File: src/rtl/btb_predictor.sv
// btb_predictor: direct-mapped BTB with saturating direction counters and zero-latency lookup.
// Define BTB_BYPASS_EN to forward a same-cycle update to a lookup of the same index.
module btb_predictor #(
    parameter int ENTRIES = 16,
    parameter int CTR_W = 2,
    localparam int IDX_W = $clog2(ENTRIES),
    localparam int TAG_W = 30 - IDX_W
) (
    input  logic             CLK,
    input  logic             nRST,
    input  logic [31:0]      lookup_pc,
    output logic             hit,
    output logic             predict_taken,
    output logic [31:0]      pred_target,
    output logic [IDX_W-1:0] pred_index,
    input  logic             update_en,
    input  logic [31:0]      update_pc,
    input  logic             update_taken,
    input  logic [31:0]      update_target,
    input  logic             flush
);
    localparam logic [CTR_W-1:0] CTR_MAX = {CTR_W{1'b1}};
    localparam logic [CTR_W-1:0] CTR_ONE = CTR_W'(1);
    localparam logic [CTR_W-1:0] CTR_WT  = CTR_W'(2 ** (CTR_W - 1));
    localparam logic [CTR_W-1:0] CTR_WNT = CTR_W'(2 ** (CTR_W - 1) - 1);

    logic [ENTRIES-1:0] valid_q, valid_d;
    logic [TAG_W-1:0]   tag_q    [ENTRIES];
    logic [TAG_W-1:0]   tag_d    [ENTRIES];
    logic [29:0]        target_q [ENTRIES];
    logic [29:0]        target_d [ENTRIES];
    logic [CTR_W-1:0]   ctr_q    [ENTRIES];
    logic [CTR_W-1:0]   ctr_d    [ENTRIES];

    logic [IDX_W-1:0] upd_idx, lk_idx;
    logic [TAG_W-1:0] upd_tag, lk_tag;
    logic             unused_bits;

    assign upd_idx     = update_pc[IDX_W+1:2];
    assign upd_tag     = update_pc[31:IDX_W+2];
    assign lk_idx      = lookup_pc[IDX_W+1:2];
    assign lk_tag      = lookup_pc[31:IDX_W+2];
    assign unused_bits = ^{lookup_pc[1:0], update_pc[1:0], update_target[1:0]};

    // Post-update image of the entry addressed by update_pc.
    logic             upd_hit, upd_valid;
    logic [TAG_W-1:0] upd_tag_n;
    logic [29:0]      upd_target;
    logic [CTR_W-1:0] upd_ctr, cur_ctr;

    always_comb begin
        cur_ctr    = ctr_q[upd_idx];
        upd_hit    = valid_q[upd_idx] && (tag_q[upd_idx] == upd_tag);
        upd_valid  = valid_q[upd_idx] || update_taken;
        upd_tag_n  = (update_taken && !upd_hit) ? upd_tag : tag_q[upd_idx];
        upd_target = update_taken ? update_target[31:2] : target_q[upd_idx];
        upd_ctr    = !update_taken ? (upd_hit ? ((cur_ctr == '0) ? cur_ctr : cur_ctr - CTR_ONE) : cur_ctr)
                   : !upd_hit ? CTR_WT
                   : ((cur_ctr == CTR_MAX) ? cur_ctr : cur_ctr + CTR_ONE);
    end

    always_comb begin
        valid_d  = valid_q;
        tag_d    = tag_q;
        target_d = target_q;
        ctr_d    = ctr_q;
        if (flush) begin
            valid_d = '0;
            for (int i = 0; i < ENTRIES; i++) ctr_d[i] = CTR_WNT;
        end else if (update_en) begin
            valid_d[upd_idx]  = upd_valid;
            tag_d[upd_idx]    = upd_tag_n;
            target_d[upd_idx] = upd_target;
            ctr_d[upd_idx]    = upd_ctr;
        end
    end

    // Tags and targets are don't-care while invalid, so reset leaves them alone.
    always_ff @(posedge CLK) begin
        if (!nRST) begin
            valid_q <= '0;
            for (int i = 0; i < ENTRIES; i++) ctr_q[i] <= CTR_WNT;
        end else begin
            valid_q  <= valid_d;
            tag_q    <= tag_d;
            target_q <= target_d;
            ctr_q    <= ctr_d;
        end
    end

    logic             fwd, lk_valid;
    logic [TAG_W-1:0] lk_tag_e;
    logic [29:0]      lk_target;
    logic [CTR_W-1:0] lk_ctr;

    always_comb begin
`ifdef BTB_BYPASS_EN
        fwd = update_en && !flush && nRST && (upd_idx == lk_idx);
`else
        fwd = 1'b0;
`endif
        lk_valid      = fwd ? upd_valid  : valid_q[lk_idx];
        lk_tag_e      = fwd ? upd_tag_n  : tag_q[lk_idx];
        lk_target     = fwd ? upd_target : target_q[lk_idx];
        lk_ctr        = fwd ? upd_ctr    : ctr_q[lk_idx];
        hit           = lk_valid && (lk_tag_e == lk_tag);
        predict_taken = hit && lk_ctr[CTR_W-1];
        pred_target   = hit ? {lk_target, 2'b00} : 32'h0;
        pred_index    = lk_idx;
    end
endmodule
File: config.mk
export PLATFORM = sky130hd
export DESIGN_NAME = btb_predictor
export DESIGN_NICKNAME = d
export VERILOG_FILES = /design/src/rtl/btb_predictor.sv
export SDC_FILE = /design/constraint.sdc
export NUM_CORES = 1
export LEC_CHECK = 0
export ABC_AREA = 1
export CORE_UTILIZATION = 35
export CTS_CLUSTER_SIZE = 14
export DETAILED_ROUTE_END_ITERATION = 10
export REMOVE_ABC_BUFFERS = 1
export SLEW_MARGIN = 20
export SYNTH_ARGS = -nofsm -noshare
export SYNTH_HDL_FRONTEND = slang
export SYNTH_SLANG_ARGS = --single-unit
File: constraint.sdc
create_clock -name CLK -period 7.5 [get_ports CLK]
set_input_delay 1.125 -clock CLK [delete_from_list [all_inputs] [get_ports CLK]]
set_output_delay 1.125 -clock CLK [all_outputs]
set_load 0.005 [all_outputs]
* Word-level counts from Yosys, hierarchy flattened
Cells that the tools add are included.
W data, S select, Z words.
** Word-level totals
- Logic and storage cells :: 117
- Register bits :: 944
- Output and inout port bits :: 38
- Input bits :: 101
** Operators by class
- Magnitude comparators :: 6
- Add/sub/neg operators :: 2
- Equality and inequality tests :: 3
- Bitwise gates (word level) :: 4
- Reduce and logical (&&, ||, !) cells :: 11
- Multiplexer cells :: 42
** Operators by type and width (number)
- $bwmux W480 :: 1
- $bwmux W416 :: 1
- $bmux W30 S4 :: 2
- $bmux W26 S4 :: 2
- $mux W30 :: 6
- $mux W26 :: 6
- $demux W30 S4 :: 1
- $demux W26 S4 :: 1
- $eq A26 B26 Y1 :: 2
- $bwmux W32 :: 1
- $mux W32 :: 1
- $mux W2 :: 10
- $bmux W2 S4 :: 2
- $bwmux W16 :: 1
- $ge A5 B5 Y1 const B :: 2
- $lt A4 B5 Y1 const B :: 2
- $not A4 Y5 :: 2
- $bmux W1 S4 :: 2
- $demux W2 S4 :: 1
- $logic_and A1 B1 Y1 :: 6
- $lt A5 B1 Y1 const B :: 1
- $demux W1 S4 :: 1
- $ge A4 B1 Y1 const B :: 1
- $mux W1 :: 3
- other kinds (9) :: 10

* Depth between registers and ports, before layout
Gate-level depths: netlist of the first run.
- Depth in word-level cells :: 10
- Gate-level depth with buffers :: 22
- Gate-level depth less buffers :: 19

* Worst setup path before layout of the first run
OpenSTA, ideal clock, no wires.
- Kind :: input to register
- Start point :: input update_pc[2]
- End point :: register tag_q[182] (netlist bit), enable pin
- Setup slack :: 2.365 ns
- Data required time :: 7.030 ns
- Buffers on the path :: 4
- Library setup time :: 0.470 ns
- Stages :: 11
- Data arrival time :: 4.665 ns
- Cells stage by stage :: buf_6 > buf_8 > nor2_4 > buf_4 > inv_1 > clkbuf_1 > nor2_1 > inv_1 > nor2_1 > inv_1 > nor2_1
** RTL lines
- from (decl) :: RTL line 17 : input logic [31:0] update_pc,
- to (signal assigned) :: RTL line 85 : tag_q <= tag_d;
- to (decl) :: RTL line 28 : logic [TAG_W-1:0] tag_q [ENTRIES];

* Worst setup path after layout of the first run
- Start point :: input lookup_pc[2]
- End point :: output pred_target[23]
** On the way
- Longest elaborated chain between the ends :: 7
- Elaborated cells on any way between the ends :: 12
- Classes of those cells :: eq/ne: 1; mux: 9; bitwise: 1; reduce/logical: 1
** Ends and longest elaborated chain
- from (decl) :: RTL line 11 : input logic [31:0] lookup_pc,
- $not A4 Y5 (not written as such) :: RTL line 103, 104
- $bmux W26 S4 :: RTL line 103 : lk_tag_e = fwd ? upd_tag_n : tag_q[lk_idx];
- $mux W26 (not written as such) (2 in a row) :: RTL line 103
- $eq A26 B26 Y1 :: RTL line 106 : hit = lk_valid && (lk_tag_e == lk_tag);
- $logic_and A1 B1 Y1 :: RTL line 106
- $mux W32 * :: RTL line 108 : pred_target = hit ? {lk_target, 2'b00} : 32'h0;
- to (decl) :: RTL line 14 : output logic [31:0] pred_target,
Mark *: on every way between the ends. The rest lies on a longest branch, timed or not. The select of a mux whose other input is x is not followed.

==> key figures, run 1 <==
Pwr
  – Pwr per Cell Area: 220 mW/mm^2
  – Overall power: approximately 12 mW
  – Peak VDD IR: 0.167 mV
  – Leakage: between 15 and 20 nW

Cells and area
  – Post-route insts no fill: ~7000
  – Fin area: 0.0537 sq mm
  – Area of the multi-input gates: 0.0166 sq mm
  – Reg area: 0.0279 sq mm
  – Area grow syn2layout: 12.9%
  – Post-layout nets: 5265
  – Fill cells: 12993
  – Layout cells sized above 1: 5.95%

Global route
  – Pin count of the biggest net entering global routing: 239
  – All-Layer GR Usage: a little under a quarter
  – Initial antenna violation count: 6
  – First-pass GRT wire length: roughly 240000 um
  – Vias in the first global route: ~37000
  – Gr ovfl total: 0

Clock tree
  – Root buf cell: clkbuf_16
  – Clk_lat worst skew: 710 ps
  – CTS max path bufs: 3
  – H-tree depth: 3
  – Postcts setup bufs: 0
  – Clock-pin slew on the worst setup and hold paths: around 60 ps
  – Hold-fix buffers at CTS: 0
  – Cts repair resizes: 0
  – CTS Sinks: about 940
  – TritonCTS Buffers: 98
  – CTS tree: built

Min path
  – Hold Path Class: flop to flop

Timing
  – RSZ-0062 raised after global routing: false
  – Setup TNS: 0 ps
  – Slew Limit Fails: 0
  – Final Hold Vio Count: 0
  – Worst Max-Slew Pin Slew: 1310 ps
  – Relative slew slack: 13.0%
  – Clock skew: 28.7 ps
  – Final Cycle Share: 86.3%
  – Final Setup Violations: 0
  – Fin crit period: 6470 ps
  – Fmax: 154 MHz

Routing
  – Met3 WL post-DR: about 17000 um
  – Top layer in use: met5
  – Drt total wl: 163000 um
  – Wire per inst: 23.2 um
  – DRC: 0
  – Initial DRC count: between 4000 and 5000
  – Metal-1 WL: 66000 um
  – DR pass1 iterations: 7
  – Via Count: 39649
  – Met2 routed WL: 74400 um
  – Routed Antenna Nets: 0
  – Vias/cell: 5.65

Setup path
  – Element type at the critical path start: input pin
  – Crit Path Category: input pin to output pin
  – Crit path required time: 6380 ps
  – Crit path max fanout: 63
  – Worst EP arrival: 5350 ps
  – Setup crit end kind: output pin

Yosys
  – YS warnings: 0
  – Share of the synthesized area in the top cell type: 56.6%
  – Most common cell in the synthesized netlist: nand2_1
  – Post-Syn Area: about 0.048 sq mm
  – Syn Area/Cell: between 9 and 10 sq um
  – Count of flip-flops with a built-in enable after synthesis: 896
  – Commonest cells post-synth: 1342 x nand2_1, 896 x edfxtp_1, 538 x nand3_1, 520 x o21ai_0, 418 x inv_1
  – Netlist cell types: 37
  – Top cells by area, synth: edfxtp_1 57%, nand2_1 11%, nand3_1 5.7%
  – Seq/Total Area, Yosys: 58.6%
  – #FFs+latches synth: 944
  – Cells after Synth: about 5200
  – Top FF cell, synth: edfxtp_1
  – Synth area leader: edfxtp_1
  – Asr flop ratio synth: 0%

Floorplanning
  – Num ports: about 140
  – Die Ht: 371 um
  – Chip width: around 370 um
  – Rows: 134
  – Core area: 0.134 sq mm
  – Initial core utilization: 35.5%
  – Die area: 0.137 sq mm

Run
  – # Max-Cap Violations: 0

Status
  – Status: finished, final reports clean

Place
  – PortBufs: 130
  – Placed cells: 6832
  – Placement Cell Area: 0.0506 sq mm
  – Final HPWL DP: between 80000 and 90000 um
  – Gp weighted congestion: 0.846
[cells by family (layout without fill, tap and decap cells)]
| kind of cell | Yosys count | count (layout) | synth area share, % |
|---|---|---|---|
| flops | 944 | 944 | 58.6 |
| simple gates | 2183 | 2183 | 18.9 |
| xor+xnor | 11 | 11 | 0.203 |
| other cells | 1 | 6 | 0.00788 |
| compound gates | 1247 | 1247 | 15.2 |
| buf+inv | 807 | 854 | 7.07 |
[placed cells by master (no fill, tap or decap), types with 38 or more instances in the layout]
| cell type | Yosys | layout |
|---|---|---|
| o211ai_1 | 205 | 205 |
| a21oi_1 | 303 | 303 |
| clkbuf_16 | 0 | 101 |
| clkdlybuf4s50_1 | 0 | 123 |
| buf_4 | 19 | 109 |
| a22oi_1 | 111 | 111 |
| nand2_1 | 1342 | 1340 |
| o21ai_0 | 520 | 520 |
| o21ai_1 | 40 | 38 |
| dfxtp_1 | 48 | 48 |
| edfxtp_1 | 896 | 896 |
| nor2_1 | 252 | 232 |
| nand3_1 | 538 | 537 |
| inv_1 | 418 | 415 |
[area by class of cell]
cell class | instances | share of cell area, %
Sequential cell | 944 | 51.9
Multi-Input combinational cell | 3443 | 30.8
Clock buffer | 123 | 4.86
Timing Repair Buffer | 252 | 4.49
Tap cell | 1768 | 4.12
Inverter | 425 | 3.03
Clock inverter | 54 | 0.771
Antenna cell | 4 | 0.0186
[power by group]
group | switching, mW | leakage (nW) | internal [mW]
Combinational | 0.902 | 9.77 | 0.339
Sequential | 0.00874 | 8.44 | 5.87
Clock | 2.09 | 1.48 | 2.63
Total | 3.00 | 19.7 | 8.84
[sequential cells by signal, indices dropped and copies added, names as in the netlist]
| signal | count |
|---|---|
| target_q | 480 |
| valid_q | 16 |
| tag_q | 416 |
| ctr_q | 32 |
[final timing paths]
check,depth (start not counted),endpoint,slack [ps],start
setup / recovery,14,pred_target[23],1030,lookup_pc[2]
setup reg to reg,18,tag_q[289],3580,tag_q[34]
hold / removal,2,ctr_q[18],470,ctr_q[18]
hold reg to reg,2,ctr_q[18],470,ctr_q[18]
[critical path, stage by stage]
cell             delay (ps)
buf_8                   310
buf_4                   680
buf_4                   590
a21oi_1                 130
o21ai_0                 120
nand3_1                 100
nand3_1                 130
nand2_1                  90
xor2_1                  150
nor2_1                  140
nand3_2                 340
buf_4                   350
nor3_1                  340
clkdlybuf4s50_1         570
[routing by layer]
metal  vias to the layer above  GRT usage [%]
li1                      18059              -
met1                     19065           31.1
met2                      2152           37.0
met3                       371           4.15
met4                         2           7.69
met5                         -              0
[metrics by stage]
step           setup WS (ps)  utilization, %  hold slack (ps)
6_report                1030            40.0              474
5_1_grt                  800            40.0              482
4_1_cts                 1020            40.0              471
3_5_place_dp            1030            37.7              454
3_3_place_gp            1110            37.7              452
2_1_floorplan            155               -              441
Power figures use the tool's default switching activity.
==> run 2, diff against run 1 <==
--- a/config.mk
+++ b/config.mk
@@ -6,7 +6,8 @@
 export NUM_CORES = 1
 export LEC_CHECK = 0
 export ABC_AREA = 1
-export CORE_UTILIZATION = 35
+export CAP_MARGIN = 0
+export CORE_UTILIZATION = 30
 export CTS_CLUSTER_SIZE = 14
 export DETAILED_ROUTE_END_ITERATION = 10
 export REMOVE_ABC_BUFFERS = 1
==> key figures, run 2 (synthesized netlist as in run 1, its figures left out) <==
Status
  – Status: finished, final reports clean (unchanged)

Pwr
  – Net Sw Power: 3.03 mW (was 3.00 mW)
  – Leakage: 19.6 nW (was 19.7 nW)
  – Internal: 8.80 mW (was 8.84 mW)
  – Peak VDD IR: 0.185 mV (was 0.167 mV)
  – Sw Ratio: 25.6% (was 25.4%)
  – Sequential Power Share: 49.7% (about the same)
  – Clock power frac: 39.8% (was 39.9%)
  – Comb power frac: 10.5% (about the same)
  – Pwr per Cell Area: 220 mW/mm^2 (about the same)

Floorplanning
  – Die area: 0.160 sq mm (was 0.137 sq mm)
  – Initial core utilization: 30.3% (was 35.5%)
  – Core area: 0.157 sq mm (was 0.134 sq mm)
  – Chip width: 400 um (was 371 um)
  – Die Ht: 400 um (was 371 um)
  – Num ports: 139 (unchanged)
  – Rows: 145 (was 134)

Timing
  – Relative slew slack: 26.2% (was 13.0%)
  – Final Cycle Share: 83.1% (was 86.3%)
  – Clock skew: 24.3 ps (was 28.7 ps)
  – Setup TNS: 0 ps (unchanged)
  – Setup ws final: 1270 ps (was 1030 ps)
  – Fmax: 160 MHz (was 154 MHz)
  – Fin crit period: 6230 ps (was 6470 ps)
  – Worst Max-Slew Pin Slew: 1110 ps (was 1310 ps)
  – Slew Limit Fails: 0 (unchanged)
  – Final Setup Violations: 0 (unchanged)
  – Final Hold Vio Count: 0 (unchanged)
  – Hold slack: 474 ps (about the same)
  – RSZ-0062 raised after global routing: false (unchanged)

Min path
  – Hold path cells: 2 (unchanged)
  – Hold Path Class: flop to flop (unchanged)
  – Critical hold path startpoint: ctr_q[8] (was ctr_q[18])
  – Min-Delay Endpoint: ctr_q[8] (was ctr_q[18])

Place
  – Pre-CTS setup slack: 1330 ps (was 1030 ps)
  – Gp weighted congestion: 0.822 (was 0.846)
  – Final HPWL DP: 86800 um (was 84700 um)
  – PortBufs: 130 (unchanged)
  – Placement Cell Area: 0.0508 sq mm (was 0.0506 sq mm)

Setup path
  – Crit Path Category: input pin to output pin (unchanged)
  – Crit Reg-Reg Endpoint: tag_q[221] (was tag_q[289])
  – Element type at the critical path start: input pin (unchanged)
  – CP max stage cell: inv_8 (was buf_4)
  – Critical Path Max Stage Delay: 600 ps (was 680 ps)
  – Worst EP arrival: 5110 ps (was 5350 ps)
  – CP Cell Sequence: buf_8 -> inv_8 -> buf_12 -> a21oi_1 -> o21ai_0 -> nand3_1 -> nand3_1 -> o21ai_0 -> xnor2_1 -> nand2_1 -> nor2_1 -> nand3_2 -> buf_4 -> nor3_1 -> clkdlybuf4s50_1 (was buf_8 -> buf_4 -> buf_4 -> a21oi_1 -> o21ai_0 -> nand3_1 -> nand3_1 -> nand2_1 -> xor2_1 -> nor2_1 -> nand3_2 -> buf_4 -> nor3_1 -> clkdlybuf4s50_1)
  – CP top delay family: buffers and inverters (unchanged)
  – Reg2Reg Depth: 17 (was 18)
  – WP buf/inv: 5 (unchanged)
  – Worst reg2reg setup slack: 3590 ps (was 3580 ps)
  – Crit path required time: 6380 ps (about the same)
  – Crit path max fanout: 117 (was 63)
  – Worst reg2reg startpoint: tag_q[19] (was tag_q[34])
  – Setup crit end kind: output pin (unchanged)

Cells and area
  – Layout cells sized above 1: 5.81% (was 5.95%)
  – Most common cell after layout, fill and taps aside: nand2_1 (unchanged)
  – Most frequent cells in the layout: 1340 x nand2_1, 896 x edfxtp_1, 537 x nand3_1, 520 x o21ai_0, 415 x inv_1 (unchanged)
  – Fin area: 0.0539 sq mm (was 0.0537 sq mm)
  – Biggest regs: target_q x480, tag_q x416, ctr_q x32 (unchanged)
  – Top reg by flops: target_q (unchanged)
  – ANT cells: 0 (was 4)
  – Number of flip-flops under the largest register name: 480 (unchanged)
  – Area grow syn2layout: 13.3% (was 12.9%)
  – Fill cells: 15802 (was 12993)
  – Post-layout nets: 5240 (was 5265)

Clock tree
  – Clk_lat worst skew: 710 ps (about the same)
  – CTS max path bufs: 3 (unchanged)
  – CTS Sinks: 944 (unchanged)
  – Postcts setup bufs: 0 (unchanged)
  – Hold-fix buffers at CTS: 0 (unchanged)
  – TritonCTS Buffers: 95 (was 98)
  – Root buf cell: clkbuf_16 (unchanged)
  – Cts repair resizes: 0 (unchanged)
  – H-tree depth: 3 (unchanged)
  – CTS tree: built (unchanged)
  – Clock-pin slew on the worst setup and hold paths: 70 ps (was 60 ps)

Global route
  – Initial antenna violation count: 4 (was 6)
  – Vias in the first global route: 36961 (was 36850)
  – All-Layer GR Usage: 19.9% (was 23.0%)
  – First-pass GRT wire length: 238000 um (was 236000 um)
  – Gr ovfl total: 0 (unchanged)
  – Pin count of the biggest net entering global routing: 249 (was 239)

Routing
  – Wire per inst: 22.6 um (was 23.2 um)
  – Vias/cell: 5.46 (was 5.65)
  – Initial DRC count: 5047 (was 4968)
  – Drt total wl: 165000 um (was 163000 um)
  – Via Count: 39703 (was 39649)
  – DRC: 0 (unchanged)
  – DR pass1 iterations: 6 (was 7)
  – Routed Antenna Nets: 0 (unchanged)

Run
  – # Max-Cap Violations: 0 (unchanged)
==> run 2: changes by cell type in the layout (fill, tap and decap cells not counted), sizes merged <==
cell    delta
clkinv     +2
diode      -4
bufinv     +2
buf       -22
clkbuf    -14
inv        +3
==> run 2: tightest hold or removal path, stage by stage (launching register included) <==
cell and delay (ps):
dfxtp_1 330, a21oi_1 70, nand2_1 60
==> run 2: cell type report <==
type                    instances  area (sq um)  area share [%]
repair buffers                230          2250            4.17
clock inverters                61           514           0.954
inverters                     425          1630            3.02
flip-flops and latches        944         27900            51.7
clock buffers                 109          2470            4.58
well taps                    2058          2570            4.78
multi-input cells            3443         16600            30.8
==> run 2: worst max path at each step <==
stage,startpoint,end,slack (ps),depth (start not counted)
after floorplan,lookup_pc[2],pred_target[10],160,10
after global placement,lookup_pc[2],pred_target[31],1360,18
after detailed placement,lookup_pc[2],pred_target[8],1330,18
after global routing,lookup_pc[2],pred_target[8],1000,19
final,lookup_pc[2],pred_target[28],1270,15
after CTS,lookup_pc[2],pred_target[8],1310,18
==> run 2: power by group through the flow <==
stage,logic (mW),registers (mW),clock network (mW)
floorplan,0.642,5.99,0
global placement,1.20,5.99,0
detailed placement,1.21,5.99,0
CTS,1.22,5.88,4.74
global route,1.34,5.88,4.93
finish,1.24,5.88,4.71
==> run 2: per-stage QoR <==
step                      utilization, %  std cells  power [mW]
after detailed placement            32.4       7100        7.21
after global routing                34.4       7270        12.2
after CTS                           34.3       7270        11.8
after global placement              32.4       7099        7.19
after floorplan                        -       4812        6.63
final                               34.4       7270        11.8
==> run 2: per-layer routing <==
metal / GRT usage (%) / wire length, um / part of all wire [%]
met2: 32.4 / 76000 / 46
met5: 0 / 14 / 0.0085
met1: 27.1 / 67800 / 41
met4: 7.01 / 5450 / 3.3
met3: 2.71 / 15300 / 9.3
